===== src/rtl/ssd_scan_controller.sv =====
// Multiplexed seven-segment scan driver with hex decode, blink, decimal points,
// leading-zero suppression and a frame-synchronous double buffer.
module ssd_scan_controller #(
  parameter int NUM_DIGITS    = 8,
  parameter int PRESCALE_BITS = 18,
  parameter int BLINK_BITS    = 26,
  parameter bit ACTIVE_LOW    = 1'b1,
  localparam int IDX_W        = (NUM_DIGITS > 1) ? $clog2(NUM_DIGITS) : 1
) (
  input  logic                    ClkPort,
  input  logic                    Reset,
  input  logic                    en,
  input  logic                    load,
  input  logic [4*NUM_DIGITS-1:0] digits,
  input  logic [NUM_DIGITS-1:0]   dp,
  input  logic [NUM_DIGITS-1:0]   digit_en,
  input  logic [NUM_DIGITS-1:0]   blink,
  input  logic                    lz_blank,
  output logic [NUM_DIGITS-1:0]   An,
  output logic [7:0]              Ca,
  output logic [IDX_W-1:0]        scan_idx,
  output logic                    pending,
  output logic                    frame_tick
);

  localparam logic [NUM_DIGITS-1:0] AN_OFF = {NUM_DIGITS{ACTIVE_LOW}};
  localparam logic [7:0]            CA_OFF = {8{ACTIVE_LOW}};

  logic [PRESCALE_BITS-1:0] prescaler;
  logic [BLINK_BITS-1:0]    blink_cnt;

  logic [4*NUM_DIGITS-1:0] pend_digits, act_digits;
  logic [NUM_DIGITS-1:0]   pend_dp, act_dp;
  logic [NUM_DIGITS-1:0]   pend_en, act_en;
  logic [NUM_DIGITS-1:0]   pend_blink, act_blink;

  logic tick, last_digit, wrap;

  assign tick       = en && (&prescaler);
  assign last_digit = (scan_idx == IDX_W'(NUM_DIGITS - 1));
  assign wrap       = tick && last_digit;

  // Segment pattern {g,f,e,d,c,b,a}, active-high.
  function automatic logic [6:0] hex_to_seg(input logic [3:0] h);
    case (h)
      4'h0: hex_to_seg = 7'h3F;
      4'h1: hex_to_seg = 7'h06;
      4'h2: hex_to_seg = 7'h5B;
      4'h3: hex_to_seg = 7'h4F;
      4'h4: hex_to_seg = 7'h66;
      4'h5: hex_to_seg = 7'h6D;
      4'h6: hex_to_seg = 7'h7D;
      4'h7: hex_to_seg = 7'h07;
      4'h8: hex_to_seg = 7'h7F;
      4'h9: hex_to_seg = 7'h6F;
      4'hA: hex_to_seg = 7'h77;
      4'hB: hex_to_seg = 7'h7C;
      4'hC: hex_to_seg = 7'h39;
      4'hD: hex_to_seg = 7'h5E;
      4'hE: hex_to_seg = 7'h79;
      default: hex_to_seg = 7'h71;
    endcase
  endfunction

  logic [NUM_DIGITS-1:0] lz_mask, vis;
  logic                  zero_run;
  logic [3:0]            cur_nib;
  logic                  cur_vis, cur_dp;
  logic [NUM_DIGITS-1:0] an_raw;
  logic [7:0]            ca_raw;

  // NOTE: every always_comb output gets a default first so no path can infer a latch.
  always_comb begin
    lz_mask  = '0;
    zero_run = 1'b1;
    // Walk from the most significant digit down; the first nonzero nibble ends the run.
    for (int i = NUM_DIGITS - 1; i >= 0; i--) begin
      zero_run   = zero_run && (act_digits[4*i +: 4] == 4'h0);
      lz_mask[i] = lz_blank && zero_run && (i != 0);
    end
    vis     = act_en & ~(act_blink & {NUM_DIGITS{blink_cnt[BLINK_BITS-1]}}) & ~lz_mask;
    cur_nib = act_digits[{scan_idx, 2'b00} +: 4];
    cur_vis = vis[scan_idx];
    cur_dp  = act_dp[scan_idx];
    an_raw  = (en && cur_vis) ? (NUM_DIGITS'(1) << scan_idx) : '0;
    ca_raw  = cur_vis ? {cur_dp, hex_to_seg(cur_nib)} : 8'h00;
  end

  // NOTE: state registers use non-blocking assignments so every flop samples pre-edge values.
  always_ff @(posedge ClkPort or posedge Reset) begin
    if (Reset) begin
      prescaler   <= '0;
      blink_cnt   <= '0;
      scan_idx    <= '0;
      pending     <= 1'b0;
      frame_tick  <= 1'b0;
      pend_digits <= '0;
      pend_dp     <= '0;
      pend_en     <= '0;
      pend_blink  <= '0;
      act_digits  <= '0;
      act_dp      <= '0;
      act_en      <= '0;
      act_blink   <= '0;
      An          <= AN_OFF;
      Ca          <= CA_OFF;
    end else begin
      blink_cnt  <= blink_cnt + BLINK_BITS'(1);
      frame_tick <= wrap;

      if (en) prescaler <= prescaler + PRESCALE_BITS'(1);
      if (tick) scan_idx <= last_digit ? '0 : scan_idx + IDX_W'(1);

      // A load on the wrap tick bypasses straight into the active copy.
      if (load) begin
        pend_digits <= digits;
        pend_dp     <= dp;
        pend_en     <= digit_en;
        pend_blink  <= blink;
        if (wrap) begin
          act_digits <= digits;
          act_dp     <= dp;
          act_en     <= digit_en;
          act_blink  <= blink;
          pending    <= 1'b0;
        end else begin
          pending    <= 1'b1;
        end
      end else if (wrap && pending) begin
        act_digits <= pend_digits;
        act_dp     <= pend_dp;
        act_en     <= pend_en;
        act_blink  <= pend_blink;
        pending    <= 1'b0;
      end

      An <= an_raw ^ AN_OFF;
      Ca <= ca_raw ^ CA_OFF;
    end
  end

endmodule


===== config.mk =====
export PLATFORM = sky130hd
export DESIGN_NAME = ssd_scan_controller
export DESIGN_NICKNAME = d
export VERILOG_FILES = /design/src/rtl/ssd_scan_controller.sv
export SDC_FILE = /design/constraint.sdc
export NUM_CORES = 1
export LEC_CHECK = 0
export BUFFER_PORTS_ARGS = -buffer_cell sky130_fd_sc_hd__clkbuf_2
export CAP_MARGIN = 0
export CORE_MARGIN = 10
export CORE_UTILIZATION = 42
export DETAILED_ROUTE_END_ITERATION = 8
export HOLD_SLACK_MARGIN = 0.06
export PLACE_DENSITY = 0.65
export SLEW_MARGIN = 20
export SYNTH_ARGS = -nofsm -noshare
export SYNTH_HDL_FRONTEND = slang
export SYNTH_SLANG_ARGS = --single-unit

===== constraint.sdc =====
create_clock -name ClkPort -period 5.55 [get_ports ClkPort]
set_input_delay 0.2775 -clock ClkPort [delete_from_list [all_inputs] [get_ports ClkPort]]
set_output_delay 0.2775 -clock ClkPort [all_outputs]
set_load 0.05 [all_outputs]

---- After elaboration in Yosys (flattened, before gate mapping) ----
Memories as Yosys holds them, arrays and structs flattened.
Cells that the tools add are included.
storage, ports and cells
  register bits ........................... 177
  bits in latches ......................... 0
  memory bits (writable) .................. 0
  bits in read-only memories .............. 112
  bits of input ports ..................... 61
  output and inout bits ................... 21
  logic and storage cells ................. 80
  memories kept ........................... 1
operators by class
  $add $sub $neg .......................... 3
  multiply operators ...................... 0
  divide/modulo/power cells ............... 0
  order comparisons ....................... 1
  equality and inequality tests ........... 2
  shift operators ......................... 2
  multiplexer cells ....................... 22
  bitwise gates (word level) .............. 7
  reduce and logical (&&, ||, !) cells .... 27
memory list
  memory           words  bits a word  read ports  clocked after Yosys merged registers in  wr ports  line  RTL
  (no name shown)  16     7            1           0                                        0         45    case (h)
operators with widths
  kind                                                         number
  two-way mux 32 bit                                           3
  two-way mux 8 bit                                            11
  NOT 8 bit                                                    4
  variable part select 32 x 6 -> 4 bit                         1
  logical NOT 4 bit                                            7
  adder 26 x 1 -> 26 bit (second input constant)               1
  bitwise AND 8 bit                                            3
  adder 18 x 1 -> 18 bit (second input constant)               1
  AND reduction 18 bit                                         1
  logical AND 1 bit                                            17
  left shift 1 x 3 -> 8 bit (first input constant)             1
  binary-select mux 1 bit (select 3 bit)                       2
  two-way mux 1 bit                                            5
  less-than comparator 3 x 4 -> 1 bit (second input constant)  1
  adder 3 x 1 -> 3 bit (second input constant)                 1
  == test 3 bit (second input constant)                        1
  two-way mux 3 bit                                            1
  inequality test 2 x 1 -> 1 bit (second input constant)       1
  AND reduction 2 bit                                          1
  nonzero test 2 bit                                           1

---- Longest topological paths before layout ----
Gate-level depths: netlist (run 1).
  depth after elaboration ................. 15
  depth in mapped cells ................... 9
  depth with buffers taken out ............ 8

---- Worst setup path before layout (run 1) ----
OpenSTA, ideal clock, no wires.
  kind .................................... flip-flop to flip-flop
  start point ............................. register scan_idx[1]
  end point ............................... register Ca[6]
  library setup time ...................... 0.109 ns
  arrival ................................. 2.641 ns
  data required time ...................... 5.441 ns
  path slack .............................. 2.800 ns
  stages on the path, launching flop included .. 9
  path buffers ............................ 1
  period minus slack after synthesis ...... 2.750 ns
  cells stage by stage .................... dfrtp_1 -> buf_2 -> mux4_1 -> mux2i_1 -> inv_1 -> ha_1 -> mux2_2 -> a22oi_1 -> nand3_1
between the ends
  longest elaborated chain between the ends .. 4
  elaborated cells on any way between the ends .. 6
  those cells by class .................... shift (1); mux (3); bitwise (1); memory (1)
RTL lines
  element                                                                                                line    RTL
  start: declaration                                                                                     21      output logic [IDX_W-1:0] scan_idx,
  start signal: assignment                                                                               112     if (tick) scan_idx <= last_digit ? '0 : scan_idx + IDX_W'(1);
  variable part select 32 x 6 -> 4 bit / binary-select mux 1 bit (select 3 bit) (equally long branches)  82, 83
  memory read (16 x 7 bit) / two-way mux 1 bit (equally long branches)                                   --
  two-way mux 8 bit *                                                                                    86      ca_raw = cur_vis ? {cur_dp, hex_to_seg(cur_nib)} : 8'h00;
  NOT 8 bit (no source line) *                                                                           --
  end signal: assignment                                                                                 138     Ca <= ca_raw ^ CA_OFF;
  end: declaration                                                                                       20      output logic [7:0] Ca,
Mark *: on every way between the ends. The rest lies on a longest branch, timed or not. The select of a mux whose other input is x is not followed.
A chain may end at the register's enable or synchronous reset.

---- Final worst setup path (run 1) ----
Same ends and word-level chain as after synthesis.

==> summary.txt, run 1 <==
Fin crit share: 54.6%
Die area: 23800 um2
FFs w/ async S/R, synth: 100%
Num rows: 49
Port buffer count: 81
Layout cell share with drive strength beyond 1: 39.7%
Relative slew slack: 38.9%
Die height: 154 um
WL final: 15300 um
Root Driver: clkbuf_16
Gpl congestion: 0.802
Top achievable clock speed: 330 MHz
Leak pwr: 4.10 nW
Via density: 5.19
Layout net count: 695
Setup_tns: 0 ns
P_int: 2.22 mW
CTS buffer count: 17
Worst setup path startpoint: scan_idx[1]$_DFFE_PP0P_
Final setup violation count: 0
CTS Sinks: 177
Worst reg2reg startpoint: scan_idx[1]$_DFFE_PP0P_
Least-Margin Pin Slew: 0.891 ns
Core ar.: 17800 um2
DRT Pass-1 Iters: 4
Fill cells: 1528
Register area share after synthesis: 58.7%
Final hold slack: 0.0104 ns
Vias in the first global route: 4893
IO Pins: 82
Ant. Diodes: 0
DR vias: 4475
Worst Hold Class: input pin to asynchronous set/reset pin
Status: completed
Initial antenna violation count: 0
Crit path max fanout: 21
Hold Vio Cnt, Final: 0
First-pass GRT wire length: 25400 um
Crit path cell chain: mux4_1, mux2i_1, inv_1, ha_1, mux2_2, a22oi_1, nand3_1
Residual DRC: 0
CTS H-tree depth: 4
Post CTS Setup Buffer Count: 0
Slowest stage cell on the critical path: dfrtp_1
Final instance area: 8810 um2
Startpoint Class: flip-flop
Cts hold-fix bufs: 0
Syn Nets: 614
Layout area overhead: 16.3%
Final ANT Viol Nets: 0
Number of flops mapped to enable cells by yosys: 0
Combinational share of power: 5.8%
Flip-flop and latch count after synthesis: 177
RSZ-0062 raised after global routing: no
P per Cell Area: 321 nW/um2
Setup Crit Path Kind: flip-flop to flip-flop
Switching part of the total: 21.7%
Post-synthesis cell area: 7580 um2
CTS max path bufs: 2
Most common cell after layout, fill and taps aside: dfrtp_1
Syn_area_per_cell: 14.0 um2
Clock power frac: 45.0%
Clk_lat worst skew: 0.43 ns
Most frequent cells in the layout: dfrtp_1 (161), mux2_2 (102), clkbuf_2 (81)
Die Wd: 154 um
Leading register cell type out of synthesis: dfrtp_1
Largest stage delay on the critical path: 0.91 ns
Min Tclk post-route: 3.03 ns
Largest net degree at the start of global routing: 118
Total Routing Usage GR: 13.2%
Avg WL per Cell: 17.8 um
Worst EP required: 5.85 ns
First-iteration detailed-routing DRC count: 226
Max cap viols: 0
Post-DP Area: 8170 um2
Final Util: 49.4%
CP Data Arrival Time: 3.34 ns
Post-CTS Resized: 0
Fin. max-slew vios: 0
Maximum vdd drop: 0.000224 V
Effective utilization at floorplan: 42.5%
Ys Warns: 0
Final setup skew: 0.00887 ns
Seq pwr share: 49.2%
Worst-path clk slew: 0.06 ns
TritonCTS clock tree: built
Distinct cells, synth: 46
Crit end category: flip-flop
Total gr overflow: 0
Detailed placement HPWL: 11000 um
Syn Inst Count: 540
Switching Power: 0.613 mW
## cell usage after synthesis, drive strengths merged (5+ instances only)
library cell	instances	share of area [%]
ha	13	2.1
nand3	21	1.4
inv	11	0.54
mux4	10	3.0
nand4	23	1.9
nor3	5	0.40
nor2	15	0.74
xor2	11	1.3
nor4	6	0.50
buf	12	1.2
xnor2	31	3.6
mux2	115	17
dfstp	16	5.5
mux2i	7	0.92
nand2	24	1.2
dfrtp	161	53
clkbuf	10	0.50
and3	7	0.58
## path summary, 6_finish.rpt
kind                                               end  slack (ns)  cells after the start
max                                    Ca[6]$_DFF_PP1_        2.52                      7
min                        pend_digits[25]$_DFFE_PP0P_        0.01                      2
max reg2reg                            Ca[6]$_DFF_PP1_        2.52                      7
min reg2reg                    blink_cnt[21]$_DFF_PP0_        0.47                      1
max in group asynchronous     prescaler[5]$_DFFE_PP0P_        4.28                      3
min in group ClkPort        pend_digits[5]$_DFFE_PP0P_        0.10                      2
## metal layers
metal	global-route usage [%]	wire, um	vias to the layer above	share of wire, %
li1	-	-	2103	-
met1	16.8	7010	2268	46
met2	21.2	7470	85	49
met3	3.52	647	19	4.2
met4	4.59	213	0	1.4
met5	0	0	-	0
## metrics by stage
| stage | worst slack, ns | power [mW] | std cells |
|---|---|---|---|
| after floorplan | 0.497 | 1.52 | 540 |
| after global placement | 2.59 | 1.57 | 831 |
| after detailed placement | 2.41 | 1.58 | 831 |
| after CTS | 2.39 | 2.86 | 863 |
| after global routing | 2.25 | 2.94 | 863 |
| final | 2.52 | 2.83 | 863 |
## power groups by stage
stage	clock network, mW	logic (mW)	registers, mW
2_1_floorplan	0	0.114	1.40
3_3_place_gp	0	0.162	1.41
3_5_place_dp	0	0.169	1.41
4_1_cts	1.30	0.170	1.39
5_1_grt	1.36	0.186	1.40
6_report	1.27	0.165	1.39
## sequential cells by signal, indices dropped and copies added, names as in the netlist
signal,count
act_dp,8
pend_digits,32
An,8
pending,1
act_en,8
act_digits,32
pend_dp,8
pend_en,8
scan_idx,3
frame_tick,1
prescaler,18
Ca,8
blink_cnt,26
pend_blink,8
act_blink,8
## worst max-delay path, delay by kind of cell, from the launching register on
| kind | cells | cell delay (ns) |
|---|---|---|
| AO/OA/AOI/OAI | 1 | 0.15 |
| adder cells (fa/ha/maj) | 1 | 0.27 |
| buffers and inverters | 1 | 0.16 |
| flip-flops | 1 | 0.91 |
| multiplexers | 3 | 1.30 |
| AND/OR/NAND/NOR | 1 | 0.12 |
## area by class of cell
| cell class | count | area, um2 | share of cell area (%) |
|---|---|---|---|
| Timing Repair Buffer | 84 | 428 | 4.85 |
| Tap cell | 229 | 287 | 3.25 |
| Clock inverter | 12 | 178 | 2.02 |
| Clock buffer | 20 | 457 | 5.18 |
| Sequential cell | 177 | 4450 | 50.5 |
| Inverter | 12 | 52.6 | 0.596 |
| Multi-Input combinational cell | 329 | 2960 | 33.6 |
## logic make-up after synthesis
kind of cell               Yosys count  share of synthesized area, %
DFF                                177                          58.7
muxes                              132                          21.0
and+or+nand+nor                    122                          9.01
xor gates and xnor gates            42                          4.85
buffers and inverters               34                          2.33
AOI/OAI and AO/OA                   20                          1.93
adders and majority gates           13                          2.15
(Power assumes the default switching activity.)
==> run 2: changes to the inputs <==
Clock period 5.55 ns to 3.2 ns, I/O delays scaled along.
==> run 2 against run 1 <==
Net effect: clock power rose by 62%; combinational power rose by 110%; sequential share of layout area fell by 3.2 points; setup slack got worse by 2.0 ns; final area rose by 6.8%; critical path depth did not move; utilization rose by 3.4 points; sequential power rose by 73%; sequential cell count did not move; highest routed layer unchanged.
==> summary.txt, run 2 (same netlist as run 1, synthesis figures left out) <==
Status: completed (unchanged)
Initial antenna violation count: 0 (unchanged)
Most common cell after layout, fill and taps aside: dfrtp_1 (unchanged)
Detailed placement HPWL: 11300 um (was 11000 um)
Final setup skew: 0.00991 ns (was 0.00887 ns)
Min setup slack post-route: 0.522 ns (was 2.52 ns)
Clock power frac: 42.7% (was 45.0%)
DR vias: 4697 (was 4475)
Leak pwr: 4.35 nW (was 4.10 nW)
Port buffer count: 81 (unchanged)
Die height: 154 um (unchanged)
WL final: 15600 um (was 15300 um)
Post-DP Area: 8260 um2 (was 8170 um2)
First-pass GRT wire length: 26500 um (was 25400 um)
Ant. Diodes: 0 (unchanged)
Crit end category: flip-flop (unchanged)
Area of the multi-input gates: 2960 um2 (about the same)
Switching part of the total: 22.6% (was 21.7%)
Final setup violation count: 0 (unchanged)
Via density: 5.07 (was 5.19)
Setup_tns: 0 ns (unchanged)
DRT Pass-1 Iters: 4 (unchanged)
Switching Power: 1.09 mW (was 0.613 mW)
Hold depth: 3
Die area: 23800 um2 (unchanged)
Top achievable clock speed: 373 MHz (was 330 MHz)
CTS max path bufs: 2 (unchanged)
Layout area overhead: 24.2% (was 16.3%)
Avg WL per Cell: 16.9 um (was 17.8 um)
Residual DRC: 0 (unchanged)
Biggest regs: act_digits (32), pend_digits (32), blink_cnt (26) (unchanged)
CTS Sinks: 177 (unchanged)
CP Data Arrival Time: 2.99 ns (was 3.34 ns)
Setup Crit Path Kind: flip-flop to flip-flop (unchanged)
Least-Margin Pin Slew: 0.858 ns (was 0.891 ns)
Min Tclk post-route: 2.68 ns (was 3.03 ns)
Crit path max fanout: 9 (was 21)
Fin. max-slew vios: 0 (unchanged)
Final ANT Viol Nets: 0 (unchanged)
P_int: 3.73 mW (was 2.22 mW)
Clk_lat worst skew: 0.43 ns (about the same)
Worst-path clk slew: 0.06 ns (about the same)
TritonCTS clock tree: built (unchanged)
Final Power: 4.82 mW (was 2.83 mW)
Root Driver: clkbuf_16 (unchanged)
Hold Vio Cnt, Final: 0 (unchanged)
Largest net degree at the start of global routing: 81 (was 118)
CTS H-tree depth: 4 (unchanged)
Seq pwr share: 50.1% (was 49.2%)
Place WS: 0.537 ns (was 2.41 ns)
Core ar.: 17800 um2 (unchanged)
Final Util: 52.8% (was 49.4%)
Final instance area: 9410 um2 (was 8810 um2)
Startpoint Class: flip-flop (unchanged)
Vias in the first global route: 5144 (was 4893)
RSZ-0062 raised after global routing: no (unchanged)
Relative slew slack: 42.7% (was 38.9%)
Fill cells: 1496 (was 1528)
Fin cells: 926 (was 863)
R2R depth: 7 (unchanged)
Combinational share of power: 7.2% (was 5.8%)
First-iteration detailed-routing DRC count: 224 (was 226)
Num rows: 49 (unchanged)
Maximum vdd drop: 0.000399 V (was 0.000224 V)
Final hold slack: 0.0613 ns (was 0.0104 ns)
Layout net count: 758 (was 695)
Worst Hold Class: input pin to flip-flop (was input pin to asynchronous set/reset pin)
IO Pins: 82 (unchanged)
P per Cell Area: 512 nW/um2 (was 321 nW/um2)
Worst EP required: 3.51 ns (was 5.85 ns)
Post-Place Cells: 837 (was 831)
Die Wd: 154 um (unchanged)
Total gr overflow: 0 (unchanged)
FF+latch area: 4450 um2 (unchanged)
Most frequent cells in the layout: dfrtp_1 (161), mux2_2 (102), clkbuf_2 (81) (unchanged)
Effective utilization at floorplan: 42.5% (unchanged)
CTS buffer count: 17 (unchanged)
Layout cell share with drive strength beyond 1: 37.0% (was 39.7%)
Max cap viols: 0 (unchanged)
Post-CTS Resized: 0 (unchanged)
Fin crit share: 83.7% (was 54.6%)
Gpl congestion: 0.828 (was 0.802)
Total Routing Usage GR: 13.7% (was 13.2%)
Post CTS Setup Buffer Count: 0 (unchanged)
-- run 2: power groups by stage --
stage / sequential (mW) / clock [mW] / combinational, mW
3_5_place_dp: 2.45 / 0 / 0.301
2_1_floorplan: 2.44 / 0 / 0.198
5_1_grt: 2.43 / 2.21 / 0.393
4_1_cts: 2.41 / 2.09 / 0.359
3_3_place_gp: 2.45 / 0 / 0.287
6_report: 2.41 / 2.06 / 0.348
-- run 2: final timing paths --
path	from	slack, ns	to
max	scan_idx[1]$_DFFE_PP0P_	0.52	Ca[6]$_DFF_PP1_
min	load	0.06	pending$_DFFE_PP0P_
max reg2reg	scan_idx[1]$_DFFE_PP0P_	0.52	Ca[6]$_DFF_PP1_
min reg2reg	prescaler[17]$_DFFE_PP0P_	0.47	prescaler[17]$_DFFE_PP0P_
max in group asynchronous	Reset	1.89	Ca[7]$_DFF_PP1_
min in group asynchronous	Reset	0.43	prescaler[5]$_DFFE_PP0P_
-- run 2: worst max-delay path: stages (launching register included) --
cell	delay, ns
dfrtp_1	0.62
mux4_2	0.56
mux2i_1	0.45
inv_1	0.15
ha_1	0.25
mux2_2	0.27
a22oi_1	0.14
nand3_1	0.10
-- run 2: what timing repair did --
item,in CTS,in global routing
endpoints found under the hold margin,78,0
setup endpoints to repair,0,0
hold buffers,57,0
-- run 2: area by class of cell --
cell class | count | area share (%)
clock inverter | 13 | 1.44
sequential | 177 | 47.3
tap | 229 | 3.04
inverter | 12 | 0.518
timing repair buffer | 147 | 11.5
multi-input combinational | 329 | 31.4
clock buffer | 19 | 4.81
-- run 2: layer usage --
layer  part of all wire [%]  vias up  GRT usage, %
li1                       -     2222             -
met1                     46     2368          17.7
met2                     49       93          22.0
met3                    3.9       14          3.61
met4                    1.2        0          4.18
met5                      0        -             0
==> run 3: changes to the inputs <==
Settings changed: ABC_AREA set to 1.
Clock period 3.2 ns to 2.6 ns, I/O delays scaled along.
==> run 3 against run 2 <==
Net effect: sequential power is 23% higher; clock power is 13% higher; synthesized area is 9.4% higher; first-iteration DRC count is 110% higher; clock skew is 0.0038 ns higher; cell count is 41% higher; critical endpoint is now Ca[0]$_DFF_PP1_; routed wire length is 11% higher; sequential cell count stayed put; critical path type unchanged; synthesized cell count is 71% higher.
==> summary.txt, run 3 <==
Count leader, synth: dfrtp_1 (unchanged)
Slowest stage cell on the critical path: o21ai_0 (was dfrtp_1)
Die area: 25800 um2 (was 23800 um2)
Seq pwr share: 52.1% (was 50.1%)
Residual DRC: 0 (unchanged)
Leak pwr: 5.00 nW (was 4.35 nW)
FF-to-FF End: Ca[0]$_DFF_PP1_ (was Ca[6]$_DFF_PP1_)
CTS H-tree depth: 4 (unchanged)
CTS buffer count: 17 (unchanged)
Switching Power: 1.38 mW (was 1.09 mW)
Maximum vdd drop: 0.000419 V (was 0.000399 V)
Max cap viols: 0 (unchanged)
Layout net count: 1102 (was 758)
Via density: 4.66 (was 5.07)
CTS Sinks: 177 (unchanged)
Number of flops mapped to enable cells by yosys: 0 (unchanged)
Leading register cell type out of synthesis: dfrtp_1 (unchanged)
Final setup skew: 0.0137 ns (was 0.00991 ns)
P_int: 4.31 mW (was 3.73 mW)
IO Pins: 82 (unchanged)
FFs w/ async S/R, synth: 100% (unchanged)
Place WS: 0.307 ns (was 0.537 ns)
Worst reg2reg startpoint: scan_idx[1]$_DFFE_PP0P_ (unchanged)
Post-Place Cells: 1253 (was 837)
Switching part of the total: 24.3% (was 22.6%)
Clk_lat worst skew: 0.44 ns (was 0.43 ns)
Final setup violation count: 0 (unchanged)
Worst-path clk slew: 0.07 ns (was 0.06 ns)
Top cell type's share of synthesized area: 48.6% (was 53.2%)
Root Driver: clkbuf_16 (unchanged)
Ant. Diodes: 0 (unchanged)
Port buffer count: 81 (unchanged)
Clock power frac: 40.7% (was 42.7%)
Post-CTS Resized: 0 (unchanged)
Flip-flop and latch count after synthesis: 177 (unchanged)
TritonCTS clock tree: built (unchanged)
Reg2reg setup slack: 0.28 ns (was 0.52 ns)
Most common cell after layout, fill and taps aside: dfrtp_1 (unchanged)
DR vias: 6082 (was 4697)
Startpoint Class: flip-flop (unchanged)
Post-synthesis cell area: 8290 um2 (was 7580 um2)
Fin cells: 1305 (was 926)
Fin. max-slew vios: 0 (unchanged)
Syn Inst Count: 924 (was 540)
CTS max path bufs: 2 (unchanged)
Biggest regs: act_digits (32), pend_digits (32), blink_cnt (26) (unchanged)
Top achievable clock speed: 430 MHz (was 373 MHz)
Die Wd: 161 um (was 154 um)
Crit path cell chain: buf_4, inv_2, a21oi_1, o21ai_0, nand2_1, inv_1, o21ai_0, inv_1, ha_1, inv_1, nor2_1, o21ai_0, nand3_1 (was mux4_2, mux2i_1, inv_1, ha_1, mux2_2, a22oi_1, nand3_1)
RSZ-0062 raised after global routing: no (unchanged)
Core ar.: 19500 um2 (was 17800 um2)
Syn_area_per_cell: 8.97 um2 (was 14.0 um2)
Hold depth: 4 (was 3)
Relative slew slack: 39.0% (was 42.7%)
Worst Hold Class: input pin to flip-flop (unchanged)
Final Power: 5.69 mW (was 4.82 mW)
CP Data Arrival Time: 2.65 ns (was 2.99 ns)
Top post-synthesis cells by count: dfrtp_1 (161), inv_1 (147), nand2_1 (131) (was dfrtp_1 (161), mux2_2 (102), xnor2_1 (31))
Detailed placement HPWL: 12500 um (was 11300 um)
Largest stage delay on the critical path: 0.45 ns (was 0.62 ns)
Status: completed (unchanged)
Num rows: 51 (was 49)
Layout area overhead: 17.9% (was 24.2%)
Total Routing Usage GR: 14.0% (was 13.7%)
Final ANT Viol Nets: 0 (unchanged)
Setup_tns: 0 ns (unchanged)
P per Cell Area: 582 nW/um2 (was 512 nW/um2)
Effective utilization at floorplan: 42.6% (was 42.5%)
Initial antenna violation count: 0 (unchanged)
Largest net degree at the start of global routing: 69 (was 81)
First-pass GRT wire length: 29700 um (was 26500 um)
Fin crit share: 89.4% (was 83.7%)
Final Util: 50.2% (was 52.8%)
Min Tclk post-route: 2.32 ns (was 2.68 ns)
Crit end category: flip-flop (unchanged)
Largest cells by area after synthesis: dfrtp_1 (49%), inv_1 (6.7%), nand2_1 (5.9%) (was dfrtp_1 (53%), mux2_2 (15%), dfstp_2 (5.5%))
Crit path max fanout: 13 (was 9)
Most frequent cells in the layout: dfrtp_1 (161), inv_1 (146), nand2_1 (131) (was dfrtp_1 (161), mux2_2 (102), clkbuf_2 (81))
Combinational share of power: 7.2% (about the same)
Hold Vio Cnt, Final: 0 (unchanged)
R2R depth: 13 (was 7)
Gpl congestion: 0.831 (was 0.828)
Worst path bufs/invs: 5 (was 1)
Worst EP required: 2.93 ns (was 3.51 ns)
Layout cell share with drive strength beyond 1: 26.4% (was 37.0%)
Vias in the first global route: 6040 (was 5144)
Setup Crit Path Kind: flip-flop to flip-flop (unchanged)
Die height: 161 um (was 154 um)
DRT Pass-1 Iters: 5 (was 4)
Post CTS Setup Buffer Count: 0 (unchanged)
Hold endpoint: pend_blink[6]$_DFFE_PP0P_ (was pending$_DFFE_PP0P_)
Avg WL per Cell: 13.3 um (was 16.9 um)
Total gr overflow: 0 (unchanged)
Least-Margin Pin Slew: 0.912 ns (was 0.858 ns)
Fill cells: 1829 (was 1496)
WL final: 17400 um (was 15600 um)
Ys Warns: 0 (unchanged)
Hold Crit Start: blink[6] (was load)
First-iteration detailed-routing DRC count: 471 (was 224)
Distinct cells, synth: 35 (was 46)
CP delay by family, top: compound AO/OA/AOI/OAI gates (was multiplexers)
Area leader, netlist: dfrtp_1 (unchanged)
Syn Nets: 998 (was 614)
Cts hold-fix bufs: 21 (was 57)
Register area share after synthesis: 53.7% (was 58.7%)
Min setup slack post-route: 0.276 ns (was 0.522 ns)
run 3: changes by cell type in the layout (fill, tap and decap cells not counted), moves of 16 or more:
cell           before  now
o21ai_1             1   31
or2_2               0   56
a21oi_1             4   20
xnor2_1            31   14
o21ai_2             0   24
nor2_1             15   53
mux2_2            102    1
inv_1               9  146
inv_2               1   27
o21ai_0             2   81
nand2_1            24  131
dlygate4sd3_1      57   21
run 3: layer usage:
metal	track usage (%)	routed length [um]
met5	0	0
met4	4.67	230
met3	4.01	788
met2	20.5	7760
met1	19.4	8600
run 3: cell families after synthesis:
kind of cell / synth area share [%]
buffers and inverters: 10.6
and+or+nand+nor: 18.1
AOI/OAI and AO/OA: 11.7
DFF: 53.7
xor gates and xnor gates: 3.80
adders and majority gates: 1.96
muxes: 0.136
run 3: final cells by class:
class | count | area, um2 | area share [%]
repair buffers | 120 | 838 | 8.58
multi-input cells | 537 | 2960 | 30.3
well taps | 265 | 332 | 3.39
flip-flops and latches | 177 | 4450 | 45.5
clock buffers | 19 | 443 | 4.53
clock inverters | 12 | 87.6 | 0.896
inverters | 175 | 661 | 6.76
run 3: power by group through the flow:
stage | sequential [mW] | clock, mW | combinational (mW)
after floorplan | 2.99 | 0 | 0.257
after CTS | 2.96 | 2.38 | 0.420
after detailed placement | 3.01 | 0 | 0.394
after global placement | 3.00 | 0 | 0.382
final | 2.96 | 2.32 | 0.409
after global routing | 2.97 | 2.50 | 0.470
run 3: through the flow:
stage / cell area (um2) / hold slack, ns
6_report: 9770 / 0.0660
5_1_grt: 9770 / 0.0755
4_1_cts: 9770 / 0.0615
3_5_place_dp: 9030 / 0.354
3_3_place_gp: 9030 / 0.360
2_1_floorplan: 8300 / 0.282
run 3: worst max path at each step:
stage	to	slack, ns	depth (start not counted)	from
after floorplan	Ca[0]$_DFF_PP1_	0.18	12	scan_idx[0]$_DFFE_PP0P_
after global placement	Ca[0]$_DFF_PP1_	0.44	12	scan_idx[0]$_DFFE_PP0P_
after detailed placement	Ca[0]$_DFF_PP1_	0.31	13	scan_idx[1]$_DFFE_PP0P_
after CTS	Ca[0]$_DFF_PP1_	0.30	13	scan_idx[1]$_DFFE_PP0P_
after global routing	Ca[0]$_DFF_PP1_	0.05	13	scan_idx[1]$_DFFE_PP0P_
final	Ca[0]$_DFF_PP1_	0.28	13	scan_idx[1]$_DFFE_PP0P_
run 3: worst reg2reg max path, delay by kind of cell, from the launching register on:
kind	cells	cell delay, ns
adders and majority gates	1	0.24
DFF	1	0.34
AOI/OAI and AO/OA	4	0.87
buffers and inverters	5	0.55
and+or+nand+nor	3	0.23
